<file path="src/rtl/ray_aabb_pkg.sv">
// Shared definitions for the Ray_AABB accuracy monitor.
// Contents: FSM state encodings, the default counter width, and a
// saturating increment used by every counter in the monitor.
package ray_aabb_pkg;

  localparam int unsigned CNT_W_DEF = 16;

  localparam logic [1:0] ST_IDLE  = 2'd0;
  localparam logic [1:0] ST_RUN   = 2'd1;
  localparam logic [1:0] ST_DRAIN = 2'd2;
  localparam logic [1:0] ST_DONE  = 2'd3;

  // Increment that holds at max_val instead of wrapping (counters up to 32 bits).
  function automatic logic [31:0] sat_inc(input logic [31:0] val, input logic [31:0] max_val);
    return (val >= max_val) ? val : val + 32'd1;
  endfunction

endpackage

</file>
<file path="src/rtl/ray_aabb_golden_delay.sv">
// LATENCY-deep shift line carrying {valid, golden} from issue to compare.
// Ports:
//   clk_i, rst_ni  : clock, asynchronous active-low clear (all valid bits 0)
//   vld_i, gold_i  : entry shifted in every cycle
//   tap_vld_o      : valid bit of the oldest stage (registered)
//   tap_gold_o     : golden bits of the oldest stage (registered)
//   any_vld_o_c    : OR of all valid bits, used to leave DRAIN
module ray_aabb_golden_delay #(
  parameter int unsigned LATENCY = 42,
  parameter int unsigned NUM_CH  = 1
) (
  input  logic              clk_i,
  input  logic              rst_ni,
  input  logic              vld_i,
  input  logic [NUM_CH-1:0] gold_i,
  output logic              tap_vld_o,
  output logic [NUM_CH-1:0] tap_gold_o,
  output logic              any_vld_o_c
);

  logic [LATENCY-1:0] vld_q;
  logic [NUM_CH-1:0]  gold_q [LATENCY];

  // Shift every cycle; golden bits of invalid entries are don't-care.
  always_ff @(posedge clk_i or negedge rst_ni) begin
    if (!rst_ni) begin
      vld_q <= '0;
      for (int k = 0; k < int'(LATENCY); k++) gold_q[k] <= '0;
    end else begin
      vld_q[0]  <= vld_i;
      gold_q[0] <= gold_i;
      for (int k = 1; k < int'(LATENCY); k++) begin
        vld_q[k]  <= vld_q[k-1];
        gold_q[k] <= gold_q[k-1];
      end
    end
  end

  assign tap_vld_o   = vld_q[LATENCY-1];
  assign tap_gold_o  = gold_q[LATENCY-1];
  assign any_vld_o_c = |vld_q;

endmodule

</file>
<file path="src/rtl/ray_aabb_err_monitor.sv">
// On-chip accuracy monitor for Ray_AABB pipelines. Golden hit bits are
// delayed by LATENCY cycles and compared against the DUT hit_miss; Type1
// (golden hit, DUT miss) and Type2 (golden miss, DUT hit) errors are
// counted per lane with saturating counters.
// Ports:
//   clk, rst              : clock, asynchronous active-low reset
//   start                 : begins a run (honoured in IDLE/DONE only)
//   issue_valid, golden   : vector issue and its golden result per lane
//   hit_miss              : DUT result per lane, LATENCY cycles after issue
//   type1_err, type2_err  : per-lane counters, lane i at [i*CNT_W +: CNT_W]
//   tested_cnt            : number of compared vectors
//   mismatch              : one-cycle per-lane error pulse
//   busy, done            : RUN/DRAIN and DONE indications
// Optional macro RAABB_ERR_FIRST_IDX_EN adds first_err_idx / first_err_vld,
// capturing each lane's first failing vector index of a run.
module ray_aabb_err_monitor
  import ray_aabb_pkg::*;
#(
  parameter int unsigned LATENCY   = 42,
  parameter int unsigned NUM_CH    = 1,
  parameter int unsigned CNT_W     = CNT_W_DEF,
  parameter int unsigned NUM_TESTS = 10000
) (
  input  logic                    clk,
  input  logic                    rst,
  input  logic                    start,
  input  logic                    issue_valid,
  input  logic [NUM_CH-1:0]       golden,
  input  logic [NUM_CH-1:0]       hit_miss,
  output logic [NUM_CH*CNT_W-1:0] type1_err,
  output logic [NUM_CH*CNT_W-1:0] type2_err,
  output logic [CNT_W-1:0]        tested_cnt,
  output logic [NUM_CH-1:0]       mismatch,
  output logic                    busy,
  output logic                    done
`ifdef RAABB_ERR_FIRST_IDX_EN
  ,
  output logic [NUM_CH*CNT_W-1:0] first_err_idx,
  output logic [NUM_CH-1:0]       first_err_vld
`endif
);

  localparam int unsigned       ISS_W    = (NUM_TESTS > 1) ? $clog2(NUM_TESTS) : 1;
  localparam logic [ISS_W-1:0]  ISS_LAST = ISS_W'(NUM_TESTS - 1);
  localparam logic [CNT_W-1:0]  CNT_MAX  = '1;

  function automatic logic [CNT_W-1:0] inc(input logic [CNT_W-1:0] v);
    return CNT_W'(sat_inc(32'(v), 32'(CNT_MAX)));
  endfunction

  logic [1:0]              state_q, state_d;
  logic [ISS_W-1:0]        iss_q, iss_d;
  logic [NUM_CH*CNT_W-1:0] t1_q, t1_d, t2_q, t2_d;
  logic [CNT_W-1:0]        tst_q, tst_d;
  logic [NUM_CH-1:0]       mm_q, mm_d;
  logic                    busy_q, done_q;
  logic                    shift_vld_c, start_run_c;
  logic                    tap_vld;
  logic [NUM_CH-1:0]       tap_gold;
  logic                    any_vld_c;
`ifdef RAABB_ERR_FIRST_IDX_EN
  logic [NUM_CH*CNT_W-1:0] fe_idx_q, fe_idx_d;
  logic [NUM_CH-1:0]       fe_vld_q, fe_vld_d;
`endif

  ray_aabb_golden_delay #(
    .LATENCY (LATENCY),
    .NUM_CH  (NUM_CH)
  ) u_delay (
    .clk_i       (clk),
    .rst_ni      (rst),
    .vld_i       (shift_vld_c),
    .gold_i      (golden),
    .tap_vld_o   (tap_vld),
    .tap_gold_o  (tap_gold),
    .any_vld_o_c (any_vld_c)
  );

  // Next-state, issue accounting and compare stage.
  always_comb begin
    state_d     = state_q;
    iss_d       = iss_q;
    t1_d        = t1_q;
    t2_d        = t2_q;
    tst_d       = tst_q;
    mm_d        = '0;
    shift_vld_c = 1'b0;
    start_run_c = 1'b0;
`ifdef RAABB_ERR_FIRST_IDX_EN
    fe_idx_d    = fe_idx_q;
    fe_vld_d    = fe_vld_q;
`endif

    case (state_q)
      ST_IDLE, ST_DONE: begin
        if (start) begin
          state_d     = ST_RUN;
          start_run_c = 1'b1;
        end
      end
      ST_RUN: begin
        if (issue_valid) begin
          shift_vld_c = 1'b1;
          if (iss_q == ISS_LAST) state_d = ST_DRAIN;
          else                   iss_d   = iss_q + ISS_W'(1);
        end
      end
      ST_DRAIN: begin
        if (!any_vld_c) state_d = ST_DONE;
      end
      default: state_d = ST_IDLE;
    endcase

    // The delay line is empty in IDLE/DONE, so a run start never races a compare.
    if (start_run_c) begin
      iss_d = '0;
      t1_d  = '0;
      t2_d  = '0;
      tst_d = '0;
`ifdef RAABB_ERR_FIRST_IDX_EN
      fe_idx_d = '0;
      fe_vld_d = '0;
`endif
    end else if (tap_vld) begin
      tst_d = inc(tst_q);
      for (int i = 0; i < int'(NUM_CH); i++) begin
        if (tap_gold[i] && !hit_miss[i]) begin
          t1_d[i*CNT_W +: CNT_W] = inc(t1_q[i*CNT_W +: CNT_W]);
          mm_d[i]                = 1'b1;
        end else if (!tap_gold[i] && hit_miss[i]) begin
          t2_d[i*CNT_W +: CNT_W] = inc(t2_q[i*CNT_W +: CNT_W]);
          mm_d[i]                = 1'b1;
        end
`ifdef RAABB_ERR_FIRST_IDX_EN
        if (mm_d[i] && !fe_vld_q[i]) begin
          fe_vld_d[i]                = 1'b1;
          fe_idx_d[i*CNT_W +: CNT_W] = tst_q;
        end
`endif
      end
    end
  end

  // State and result registers.
  always_ff @(posedge clk or negedge rst) begin
    if (!rst) begin
      state_q  <= ST_IDLE;
      iss_q    <= '0;
      t1_q     <= '0;
      t2_q     <= '0;
      tst_q    <= '0;
      mm_q     <= '0;
      busy_q   <= 1'b0;
      done_q   <= 1'b0;
`ifdef RAABB_ERR_FIRST_IDX_EN
      fe_idx_q <= '0;
      fe_vld_q <= '0;
`endif
    end else begin
      state_q  <= state_d;
      iss_q    <= iss_d;
      t1_q     <= t1_d;
      t2_q     <= t2_d;
      tst_q    <= tst_d;
      mm_q     <= mm_d;
      busy_q   <= (state_d == ST_RUN) || (state_d == ST_DRAIN);
      done_q   <= (state_d == ST_DONE);
`ifdef RAABB_ERR_FIRST_IDX_EN
      fe_idx_q <= fe_idx_d;
      fe_vld_q <= fe_vld_d;
`endif
    end
  end

  assign type1_err  = t1_q;
  assign type2_err  = t2_q;
  assign tested_cnt = tst_q;
  assign mismatch   = mm_q;
  assign busy       = busy_q;
  assign done       = done_q;
`ifdef RAABB_ERR_FIRST_IDX_EN
  assign first_err_idx = fe_idx_q;
  assign first_err_vld = fe_vld_q;
`endif

endmodule
</file>
<file path="config.mk">
export PLATFORM = sky130hd
export DESIGN_NAME = ray_aabb_err_monitor
export DESIGN_NICKNAME = d
export VERILOG_FILES = /design/src/rtl/ray_aabb_pkg.sv /design/src/rtl/ray_aabb_golden_delay.sv /design/src/rtl/ray_aabb_err_monitor.sv
export SDC_FILE = /design/constraint.sdc
export NUM_CORES = 1
export LEC_CHECK = 0
export ABC_CLOCK_PERIOD_IN_PS = 3700
export CAP_MARGIN = 20
export CORE_MARGIN = 3
export CORE_UTILIZATION = 44
export CTS_BUF_LIST = sky130_fd_sc_hd__clkbuf_2
export CTS_CLUSTER_SIZE = 30
export DETAILED_ROUTE_END_ITERATION = 10
export MAX_ROUTING_LAYER = met4
export SETUP_SLACK_MARGIN = 0.1
export SYNTH_ARGS = -nofsm -noshare
export SYNTH_HDL_FRONTEND = slang
export SYNTH_HIERARCHICAL = 1
export SYNTH_SLANG_ARGS = --single-unit
</file>
<file path="constraint.sdc">
create_clock -name clk -period 3.7 [get_ports clk]
set_clock_uncertainty 0.05 [all_clocks]
set_input_delay 0.74 -clock clk [delete_from_list [all_inputs] [get_ports clk]]
set_output_delay 0.74 -clock clk [all_outputs]
set_load 0.02 [all_outputs]
</file>
After elaboration in Yosys (flattened, before gate mapping)
Cells that the tools add are included.
- register bits: 151
- latch bits: 0
- memory bits (writable): 0
- ROM bits: 0
- input port bits: 6
- output and inout port bits: 51
- logic and storage cells: 116
- memories: 0
- add/subtract/negate cells: 4
- multiply operators: 0
- divide/modulo/power cells: 0
- $lt $le $gt $ge: 3
- eq/ne operators: 12
- shifts and indexed selects: 0
- mux-type cells: 29
- bitwise operators: 0
- reductions and logical operators: 17
- operators by type and width (kind ; count):
    $mux 16 ; 12
    $mux 14 ; 4
    $add 16x1->16 const B ; 3
    $ge 16x16->1 const B ; 3
    $reduce_or 42->1 ; 1
    $add 14x1->14 const B ; 1
    $eq 14x14->1 const B ; 1
    $ne 2x2->1 const B ; 5
    $reduce_bool 2->1 ; 5
    $eq 2x2->1 const B ; 4
    $mux 1 ; 8
    $mux 2 ; 4
    $pmux 2 s3 ; 1
    $reduce_and 3->1 ; 2
    $eq 2x1->1 const B ; 2
    $reduce_and 4->1 ; 1
    $logic_and 1x1->1 ; 2
    $logic_not 1->1 ; 2
    $logic_not 2->1 ; 1
    $reduce_and 2->1 ; 1
    $reduce_or 2->1 ; 1
    $logic_or 1x1->1 ; 1

Depth between registers and ports, before layout
- word-level depth: 6
- gate-level depth with buffers: 8
- gate-level depth less buffers: 7

Cells and area by module
The synthesis kept the hierarchy.
- by module, submodules not included (module ; instances ; cells each ; area an instance (um2) ; sequential area each (um2)):
    ray_aabb_err_monitor ; 1 ; 424 ; 3941.3 ; 1676.6
    ray_aabb_golden_delay ; 1 ; 99 ; 2198.4 ; 2102.0

Least setup slack after synthesis
No wires, ideal clock.
- path kind: in2reg
- from: input port hit_miss
- to: register t2_q[12], in the netlist type2_err[12]
- arrival: 2034 ps
- data required time: 3572 ps
- setup slack: 1538 ps
- cell stages on the path: 7
- path through: inv_1 > ha_1 > and3b_1 > buf_4 > nand3_2 > or4_1 > a21oi_1
- longest elaborated chain between the ends: 4
- elaborated cells between the ends (all ways): 6
- classes of those cells: eq/ne: 1; reduce/logical: 5
- RTL lines (item ; line ; source):
    start, declared ; ray_aabb_err_monitor.sv:29 ; input logic [NUM_CH-1:0] hit_miss,
    $logic_not 1->1 ; ray_aabb_err_monitor.sv:127 ; if (tap_gold[i] && !hit_miss[i]) begin
    $logic_and 1x1->1 ; ray_aabb_err_monitor.sv:127 ;
    $ne 2x2->1 (no line) ; -- ;
    $reduce_and 4->1 (no line) * ; -- ;
    end signal, assigned ; ray_aabb_err_monitor.sv:163 ; t2_q <= t2_d;
    end, declared ; ray_aabb_err_monitor.sv:53 ; logic [NUM_CH*CNT_W-1:0] t1_q, t1_d, t2_q, t2_d;
Every way passes the cells marked *; elsewhere a longest branch is shown, timed or not.
A chain may end at the register's enable or synchronous reset.

Worst setup path after layout
- from: register tst_q[7], in the netlist tested_cnt[7]
- to: output port tested_cnt[7]
- RTL lines (item ; line ; source):
    start, declared ; ray_aabb_err_monitor.sv:54 ; logic [CNT_W-1:0] tst_q, tst_d;
    start signal, assigned ; ray_aabb_err_monitor.sv:164 ; tst_q <= tst_d;
    end, declared ; ray_aabb_err_monitor.sv:32 ; output logic [CNT_W-1:0] tested_cnt,
No word-level cell between the ends.

==> results.yml <==
clocking:
  cts_setup_buffers: 0
  clockBufferDepth: 2
  cts_hold_buffers: 1
  ctsResizeCount: 0
  clock_latency_ps: 700
  clock_sinks: 151
  cts.clk_slew.worst_paths_ps: 240
  cts_tree: "done"
  cts_buffers: 17
  cts.htree.levels: 4
  cts_root_buf: "clkbuf_2"
critical_path:
  cpPeakStageDelay_ps: 700
  critical_path.cell_chain: "clkdlybuf4s50_1"
  critPathSlowestCell: "clkdlybuf4s50_1"
  crit_arrival_ps: 1910
  cp-end-kind: "primary output"
  crit_family: "buffers and inverters"
  path_class: "reg -> out"
  cp_num_buf_inv: 1
  critical_path_required_ps: 2910
  cp_max_fo: 7
  startpoint_type: "register"
yosys:
  ys_warn_count: 6
  syn_nets: 538
  yosys-top-cells-area: "dfrtp_1 62%, mux2i_1 3.7%, a21oi_1 3.3%, nand2_1 3.2%, nand4_1 2.1%"
  synth_cell_types: 53
  synth_area_leader_cell: "dfrtp_1"
  synth_cells: 523
  synth_top_area_share_pct: 61.5
  synth.cell_area_um2: 6140
  avgSynthCellArea_um2: 11.7
  synth-seq-cells: 151
  ys_seq_area_share_pct: 61.5
power:
  power.switching_uw: 953
  switching_share_pct: 30.4
  comb_power_share_pct: 10.6
  vdd.ir_drop.worst_mv: 0.345
  p_int_mw: 2.18
  power.total_mw: 3.13
  power.share.clock_pct: 29.9
  power.share.sequential_pct: 59.5
  power_leakage_nw: 2.98
  power_density_nw_per_um2: 441
timing:
  finalHoldViolCount: 0
  finalMaxSlewViolations: 0
  setup_tns_ps: 0
  tightest_slew_ps: 774
  rsz0062_at_grt: "no"
  max-slew-margin-rel_pct: 48.4
  post-route-min-period_ps: 2700
  setup_viol: 0
  worst_hold_slack_ps: 313
  fmax_ghz: 0.370
  fin_crit_sh_pct: 73.0
global_routing:
  antenna_found_initial: 1
  grt_max_degree: 85
  overflow: 0
  grtUsageTotal_pct: 17.6
  grt_pass1_vias: 4082
  grt_pass1_wl_um: 20600
finish:
  drive_above_1_share_pct: 9.46
  fin_nets: 595
  layout_commonest_cell: "dfrtp_1"
  final_cell_mix: "151 x dfrtp_1, 55 x clkdlybuf4s50_1, 52 x nand2_1"
  areaGrowthSynthToFinish_pct: 15.9
  fin_util_pct: 52.9
flow_run:
  drv_cap: 0
routing:
  drtPass1Iterations: 4
  vias_per_cell: 5.52
  wl_per_cell_um: 15.9
  drtAntennaViolNets: 0
  vias: 4248
  drt_iter0_markers: 269
  drcViolationCount: 0
  wirelength_um: 12200
floorplanning:
  die_w_um: 124
  die_h_um: 124
  floorplan.initialDensity_pct: 45.6
  row_count: 42
  die_area_um2: 15400
  io_pins: 57
  coreArea_um2: 13500
status:
  status: "finished, final reports clean"
place:
  dp_hpwl_um: 7940
  gp_congestion: 0.795
  port_buffers: 56
worst_hold_path:
  worst_hold_path_type: "reg -> reg"
cell families after synthesis:
kind of cell | count (synthesis) | synth area share [%]
and+or+nand+nor | 195 | 18.4
AOI/OAI and AO/OA | 102 | 10.9
xor gates and xnor gates | 5 | 0.713
buffers and inverters | 37 | 2.67
adders and majority gates | 9 | 1.83
DFF | 151 | 61.5
muxes | 24 | 3.93
path summary, 6_finish.rpt:
path                               startpoint            endpoint  slack, ps  depth (start not counted)
max                             tested_cnt[7]       tested_cnt[7]       1000                          1
min                        u_delay/gold_q[34]  u_delay/gold_q[33]        310                          0
max reg2reg                          iss_q[6]                busy       1360                          5
min reg2reg                u_delay/gold_q[34]  u_delay/gold_q[33]        310                          0
max in group asynchronous                 rst      tested_cnt[12]       2320                          3
min in group asynchronous                 rst       tested_cnt[8]        560                          2
routing by layer:
layer,share of wire [%],track usage [%]
met1,48,23.7
met2,46,25.5
met3,4.8,5.27
met4,1.3,6.37
met5,0,-
power by group through the flow:
stage | clock network [mW] | registers, mW | logic, mW
floorplan | 0 | 1.90 | 0.151
global placement | 0 | 1.89 | 0.328
detailed placement | 0 | 1.90 | 0.334
CTS | 0.985 | 1.87 | 0.337
global route | 1.06 | 1.89 | 0.371
finish | 0.938 | 1.87 | 0.331
synth_stat cells, drive strengths merged:
| cell type | number |
|---|---|
| a2111o | 6 |
| a211oi | 8 |
| a21boi | 2 |
| a21o | 1 |
| a21oi | 41 |
| a22o | 1 |
| a31oi | 2 |
| and2 | 4 |
| and3 | 9 |
| and3b | 1 |
| and4 | 10 |
| and4b | 1 |
| buf | 12 |
| clkbuf | 12 |
| dfrtp | 151 |
| ha | 9 |
| inv | 13 |
| mux2 | 1 |
| mux2i | 23 |
| nand2 | 53 |
| nand2b | 19 |
| nand3 | 18 |
| nand3b | 1 |
| nand4 | 21 |
| nor2 | 10 |
| nor3 | 5 |
| nor4 | 16 |
| o2111ai | 2 |
| o211ai | 1 |
| o21ai | 16 |
| o21ba | 1 |
| o22ai | 1 |
| o2bb2ai | 1 |
| o311ai | 1 |
| o31ai | 16 |
| o41ai | 2 |
| or2 | 2 |
| or3 | 9 |
| or4 | 15 |
| or4b | 1 |
| xnor2 | 3 |
| xor2 | 2 |
per-stage QoR:
stage	cell area (um^2)	setup slack, ps	cells
2_1_floorplan	6140	1540	523
3_3_place_gp	6860	841	736
3_5_place_dp	6860	814	736
4_1_cts	7110	893	768
5_1_grt	7110	805	769
6_report	7110	997	769
state kept, by name, summed over array words and instances, names as in the netlist, 2 cells and up:
register	flops
type1_err	16
u_delay/gold_q	41
state_q	2
u_delay/vld_q	42
type2_err	16
tested_cnt	16
iss_q	14
layout make-up:
class                           count  area (um^2)
Tap cell                          176          220
Antenna cell                        1         2.50
Timing Repair Buffer               62          622
Clock inverter                     14          156
Inverter                           13         48.8
Fill cell                        1197         6340
Sequential cell                   151         3780
Clock buffer                       17         85.1
Multi-Input combinational cell    335         2200
No activity file was read; power rests on OpenSTA's default activity.
